==> src/rtl/drone_pkg.sv <==
// drone_pkg: state codes shared by the drone control unit and the HEX debug decoder
package drone_pkg;
  typedef enum logic [3:0] {
    INICIAL    = 4'd0,
    PREPARA    = 4'd1,
    ESPERA     = 4'd2,
    DESLOCA    = 4'd3,
    AGUARDA    = 4'd4,
    VERIFICA   = 4'd5,
    PERDE_VIDA = 4'd8,
    VITORIA    = 4'd14,
    DERROTA    = 4'd15
  } estado_t;
  localparam logic [1:0] POS_VERT_INICIAL = 2'b10;
endpackage

==> src/rtl/unidade_controle_drone.sv <==
// unidade_controle_drone: Moore FSM sequencing the drone game datapath; VIDAS_EN adds a life counter
module unidade_controle_drone #(
  parameter int NUM_VIDAS = 3
) (
  input  logic       clock,
  input  logic       reset,
  input  logic       iniciar,
  input  logic       colisao,
  input  logic       fim_espera,
  input  logic       fim_mapa,
  output logic       zeraPosicoes,
  output logic       zeraT,
  output logic       contaT,
  output logic       desloca,
  output logic       pronto,
  output logic       ganhou,
  output logic       perdeu,
  output logic [3:0] db_estado,
  output logic [1:0] db_vidas
);
  import drone_pkg::*;
  estado_t estado, prox;
`ifdef VIDAS_EN
  localparam estado_t FALHA = PERDE_VIDA;
  logic [1:0] vidas;
  always_ff @(posedge clock)
    if (reset || estado == PREPARA) vidas <= 2'(NUM_VIDAS);
    else if (estado == PERDE_VIDA) vidas <= vidas - 2'd1;
  assign db_vidas = vidas;
`else
  localparam estado_t FALHA = DERROTA;
  logic unused_num_vidas;
  assign unused_num_vidas = ^NUM_VIDAS;
  assign db_vidas = 2'd0;
`endif
  always_ff @(posedge clock) estado <= reset ? INICIAL : prox;
  // collision is checked before end-of-map so a crash on the last column is a loss
  always_comb begin
    prox = INICIAL;
    case (estado)
      INICIAL:          prox = iniciar ? PREPARA : INICIAL;
      PREPARA:          prox = ESPERA;
      ESPERA:           prox = fim_espera ? DESLOCA : ESPERA;
      DESLOCA:          prox = AGUARDA;
      AGUARDA:          prox = VERIFICA;
      VERIFICA:         prox = colisao ? FALHA : fim_mapa ? VITORIA : ESPERA;
`ifdef VIDAS_EN
      PERDE_VIDA:       prox = (vidas == 2'd1) ? DERROTA : ESPERA;
`endif
      VITORIA, DERROTA: prox = iniciar ? PREPARA : estado;
      default:          prox = INICIAL;
    endcase
  end
  assign zeraPosicoes = estado == PREPARA;
  assign zeraT        = estado == PREPARA || estado == DESLOCA || estado == PERDE_VIDA;
  assign contaT       = estado == ESPERA;
  assign desloca      = estado == DESLOCA;
  assign pronto       = estado == VITORIA || estado == DERROTA;
  assign ganhou       = estado == VITORIA;
  assign perdeu       = estado == DERROTA;
  assign db_estado    = estado;
endmodule

==> config.mk <==
export PLATFORM = sky130hd
export DESIGN_NAME = unidade_controle_drone
export DESIGN_NICKNAME = d
export VERILOG_FILES = /design/src/rtl/drone_pkg.sv /design/src/rtl/unidade_controle_drone.sv
export SDC_FILE = /design/constraint.sdc
export NUM_CORES = 1
export LEC_CHECK = 0
export ABC_AREA = 0
export CAP_MARGIN = 20
export CELL_PAD_IN_SITES_DETAIL_PLACEMENT = 1
export CELL_PAD_IN_SITES_GLOBAL_PLACEMENT = 2
export CORE_AREA = 2 2 47 49
export CTS_BUF_LIST = sky130_fd_sc_hd__clkbuf_4 sky130_fd_sc_hd__clkbuf_8
export CTS_CLUSTER_SIZE = 40
export DETAILED_ROUTE_END_ITERATION = 12
export DIE_AREA = 0 0 49 51
export PLACE_DENSITY = 0.82
export SYNTH_ARGS = -nofsm -noshare
export SYNTH_HDL_FRONTEND = slang
export SYNTH_SLANG_ARGS = --single-unit
==> constraint.sdc <==
create_clock -name clock -period 1.6 [get_ports clock]
set_input_delay 0.4 -clock clock [delete_from_list [all_inputs] [get_ports clock]]
set_output_delay 0.4 -clock clock [all_outputs]
set_load 0.02 [all_outputs]
Word-level counts from Yosys, hierarchy flattened
Index checks and enable logic that the tools add are counted.
{"block": "word_totals", "out_inout_bits": 13, "regBits": 4, "input_bits": 6, "word_cells": 21}
{"block": "classes", "n_eq_ne": 9, "n_reduce_logical": 5, "muxes": 6}
{"operator": "case mux 4 bit (7 select lines)", "n": 1}
{"operator": "equality test 4 bit (second input constant)", "n": 3}
{"operator": "two-way mux 4 bit", "n": 3}
{"operator": "equality test 4 x 2 -> 1 bit (second input constant)", "n": 2}
{"operator": "equality test 4 x 3 -> 1 bit (second input constant)", "n": 2}
{"operator": "equality test 4 x 1 -> 1 bit (second input constant)", "n": 1}
{"operator": "logical NOT 4 bit", "n": 1}
{"operator": "logical OR 1 bit", "n": 3}
{"operator": "two-way mux 1 bit", "n": 2}
{"operator": "!= test 2 bit (second input constant)", "n": 1}
{"operator": "OR reduction 2 bit", "n": 1}

Logic depth before layout (Yosys ltp)
{"block": "logic_depth", "ltp_word": 3, "ltp_mapped": 5, "depth_no_buf": 4}

Worst setup path after synthesis
No wires, ideal clock.
{"block": "synth_timing", "path_kind": "reg-to-output", "startpoint": "reg estado[0], in the netlist db_estado[0]", "endpoint": "out desloca", "path_stages_with_launch": 4, "setup_slack_ps": -234, "required_ps": 1200, "arrival_ps": 1434, "path_buffers": 1, "path_cell_list": "dfxtp_1 buf_4 inv_1 nor4b_1"}
{"block": "synth_between", "elab_chain_len": 1}
{"element": "start: declaration", "line": "unidade_controle_drone.sv:22", "text": "estado_t estado, prox;"}
{"element": "start signal: assignment", "line": "unidade_controle_drone.sv:36", "text": "always_ff @(posedge clock) estado <= reset ? INICIAL : prox;"}
{"element": "equality test 4 x 2 -> 1 bit", "line": "unidade_controle_drone.sv:57", "text": "assign desloca = estado == DESLOCA;"}
{"element": "end: declaration", "line": "unidade_controle_drone.sv:14", "text": "output logic desloca,"}
No other way between the ends.

Worst setup path after layout
{"block": "layout_timing", "startpoint": "reg estado[0], in the netlist db_estado[0]", "endpoint": "out zeraPosicoes"}
{"block": "layout_between", "elab_chain_len": 1}
{"element": "equality test 4 x 1 -> 1 bit", "line": "unidade_controle_drone.sv:54", "text": "assign zeraPosicoes = estado == PREPARA;"}
{"element": "end: declaration", "line": "unidade_controle_drone.sv:11", "text": "output logic zeraPosicoes,"}
No other way between the ends.

==> key figures <==
Global route
  • Wire length of the first global-routing pass: 1970 um
  • Initial antenna violation count: 0
  • Number of global-route vias before repair: approximately 450
  • Total gr overflow: 0
  • Largest net degree at the start of global routing: 10
  • GRT Overall Usage: 0.103

Floorplanning
  • Die X: ~49 um
  • Height of the die: roughly 51 um
  • Die area: approximately 0.0025 mm2
  • Row count: 17
  • Starting Density: 0.163
  • I/O pin count: 19
  • Area of the core: a little over 0.002 mm2

STA
  • Final setup viols: 0
  • Final slew viol count: 0
  • Max Clock Freq: ~630 MHz
  • RSZ-0062 raised after global routing: true
  • Final hold vios: 0
  • Setup Skew: between 0.003 and 0.004 ns
  • Tmin final: ~1.6 ns
  • Fin crit share: 0.996

Critical path
  • Slowest CP cell: or3b_4
  • CP required: 1.20 ns
  • Critical Path Source Type: flop
  • CP peak stage delay: 0.40 ns
  • Top fanout value on the critical path: 5
  • CP delay by family, top: simple AND/OR/NAND/NOR gates
  • Crit end category: output port
  • Buf/Inv on CP: 1
  • CP cell instances: or3b_4, nor2_4, buf_6
  • Kind of critical path: flop to output port
  • Data arrival time of the worst path: about 1.2 ns

Logic synthesis
  • Seq/Total Area, Yosys: 0.238
  • Synthesized flop and latch total: 4
  • Yosys cell types: 24
  • Syn Area/Cell: approximately 6.9 um2
  • Ys Warns: 0
  • Mapped Cells: 49
  • Synthesized area: between 300 and 400 um2

Clocking
  • Post-CTS setup buffer count: 0
  • CTS buffer count: 3
  • TritonCTS clock tree: built
  • CTS root buffer: clkbuf_4
  • Worst-path clk slew: roughly 0.04 ns
  • Clk buf depth: 2
  • # hold bufs at CTS: 0
  • H-tree levels: 1
  • Clock Latency Late Sink: about 0.23 ns
  • Clk sink count: 4

Hold path
  • Hold Crit Class: flop to flop

Routing
  • Drt wl/cell: around 11 um
  • Residual DRC count: 0
  • Vias per cell: between 4 and 5
  • Final wirelength: 1210 um
  • Initial DRC Count: 2
  • Post-route ant nets: 0
  • DR pass1 iterations: 3
  • Via count: roughly 440

Place
  • PortBufs: 16
  • GPL Wtd Cong: 0.763
  • Placed cells: around 110
  • DPL Wire Length: between 900 and 1000 um

Power and ir drop
  • Max VDD drop: ~0.35 mV
  • Clk network pwr share: 0.290
  • Gate power share: 0.441
  • Int Pwr: slightly below 0.0003 W
  • Pwr Density: between 600 and 700 mW/mm2
  • Switching Power: 0.000135 W
  • Switching part of the total: 0.317
  • Static leakage: about 0.32 nW
  • Sequential power share: 0.269

Cells and area
  • ANT cells: 0
  • Post-Route Utilization: 0.332
  • Final cell count without fillers: 108
  • Area growth from synthesis to layout: 103%
  • Number of flip-flops in the largest register: 4
  • Share of layout cells above drive strength 1: 0.500
  • Nets: 88

Run
  • Max cap viols: 0

Status
  • Outcome: finished clean
power groups by stage:
stage	clock [W]	combinational (W)	sequential, W
finish	0.000123	0.000188	0.000115
global placement	0	0.000174	0.000114
global route	0.000134	0.000203	0.000116
CTS	0.000127	0.000172	0.000114
floorplan	0	0.0000778	0.000121
detailed placement	0	0.000176	0.000114
cell usage after synthesis:
library cell	number	area, um2
nand3b_1	2	15.0
o21ai_0	4	20.0
or3b_1	1	8.76
nand3_1	1	5.00
o31ai_1	1	7.51
nor4b_1	2	17.5
nor3_1	1	5.00
or2_2	1	6.26
dfxtp_1	4	80.1
conb_1	1	3.75
mux2i_1	1	10.0
a21o_1	1	7.51
a21oi_1	3	15.0
nor2_1	9	33.8
inv_1	3	11.3
and4_1	1	8.76
nor2b_1	1	6.26
buf_2	3	15.0
and3_1	1	6.26
nand2_1	2	7.51
a21oi_2	1	8.76
or4_1	1	7.51
buf_4	3	22.5
a22oi_1	1	7.51
kinds of logic (layout without fill, tap and decap cells):
family | Yosys count | after routing | share of synthesized area
other | 1 | 2 | 0.0111
buffers and inverters | 9 | 39 | 0.145
muxes | 1 | 1 | 0.0297
AOI/OAI and AO/OA | 11 | 11 | 0.197
and+or+nand+nor | 23 | 23 | 0.379
DFF | 4 | 4 | 0.238
layer usage:
layer / track usage / share of wire / vias to the layer above
li1: - / - / 226
met1: 0.120 / 0.47 / 207
met2: 0.180 / 0.50 / 11
met3: 0.0234 / 0.038 / 0
met4: 0.0429 / 0 / 0
met5: 0 / 0 / -
layout make-up:
type                            instances  area (um2)
Clock buffer                            3        22.5
Fill cell                             257        1380
Inverter                                3        11.3
Multi-Input combinational cell         37         260
Sequential cell                         4        85.1
Tap cell                               28        35.0
Timing Repair Buffer                   33         270
worst paths after layout:
check	slack, ns	endpoint	start	cells past startpoint
setup / recovery	0.006	zeraPosicoes	db_estado[0]$_SDFFE_PP0P_	3
hold / removal	0.66	db_estado[1]$_SDFFE_PP0P_	db_estado[1]$_SDFFE_PP0P_	3
setup reg to reg	0.12	db_estado[0]$_SDFFE_PP0P_	db_estado[1]$_SDFFE_PP0P_	6
hold reg to reg	0.66	db_estado[1]$_SDFFE_PP0P_	db_estado[1]$_SDFFE_PP0P_	3
cells in the final DEF, fill, tap and decap left out:
cell,synthesis,final
buf_4,3,18
nor2_1,9,7
clkdlybuf4s50_1,0,5
inv_1,3,3
o21ai_0,4,3
a21oi_1,3,3
clkbuf_4,0,3
dlygate4sd2_1,0,3
buf_2,3,3
buf_6,0,3
nor4b_2,0,2
nor2_4,0,2
nand3b_1,2,2
nand2_1,2,2
conb_1,1,2
dfxtp_1,4,2
nand3_2,0,1
or3b_4,0,1
mux2i_1,1,1
nor3_1,1,1
and3_1,1,1
or2_2,1,1
nor2b_1,1,1
o21ai_2,0,1
a22oi_2,0,1
and4_1,1,1
or4_1,1,1
o31ai_2,0,1
a21o_1,1,1
a21oi_2,1,1
dfxtp_4,0,1
dfxtp_2,0,1
clkdlybuf4s15_1,0,1
worst register-to-register path, delay by kind of cell (launching register included):
kind / cells / cell delay [ns]
buffers and inverters: 2 / 0.28
and+or+nand+nor: 1 / 0.29
AOI/OAI and AO/OA: 3 / 0.50
DFF: 1 / 0.31
through the flow:
| step | hold WS (ns) | cell area (um2) | setup TNS, ns | power [W] | setup WS (ns) |
|---|---|---|---|---|---|
| detailed placement | 0.669 | 646 | -1.37 | 0.000291 | -0.282 |
| global route | 0.690 | 684 | -0.0362 | 0.000452 | -0.0214 |
| floorplan | 0.462 | 360 | 0 | 0.000198 | 0.0155 |
| finish | 0.659 | 684 | 0 | 0.000426 | 0.00615 |
| global placement | 0.661 | 646 | -1.23 | 0.000288 | -0.257 |
| CTS | 0.680 | 641 | -0.00885 | 0.000413 | -0.00885 |
repair_timing:
| item | CTS | global route |
|---|---|---|
| gates resized for setup | 41 | 12 |
| setup endpoints to repair | 11 | 8 |
| cloned | 0 | 0 |
| pin swaps | 0 | 4 |
(Power assumes the default switching activity.)
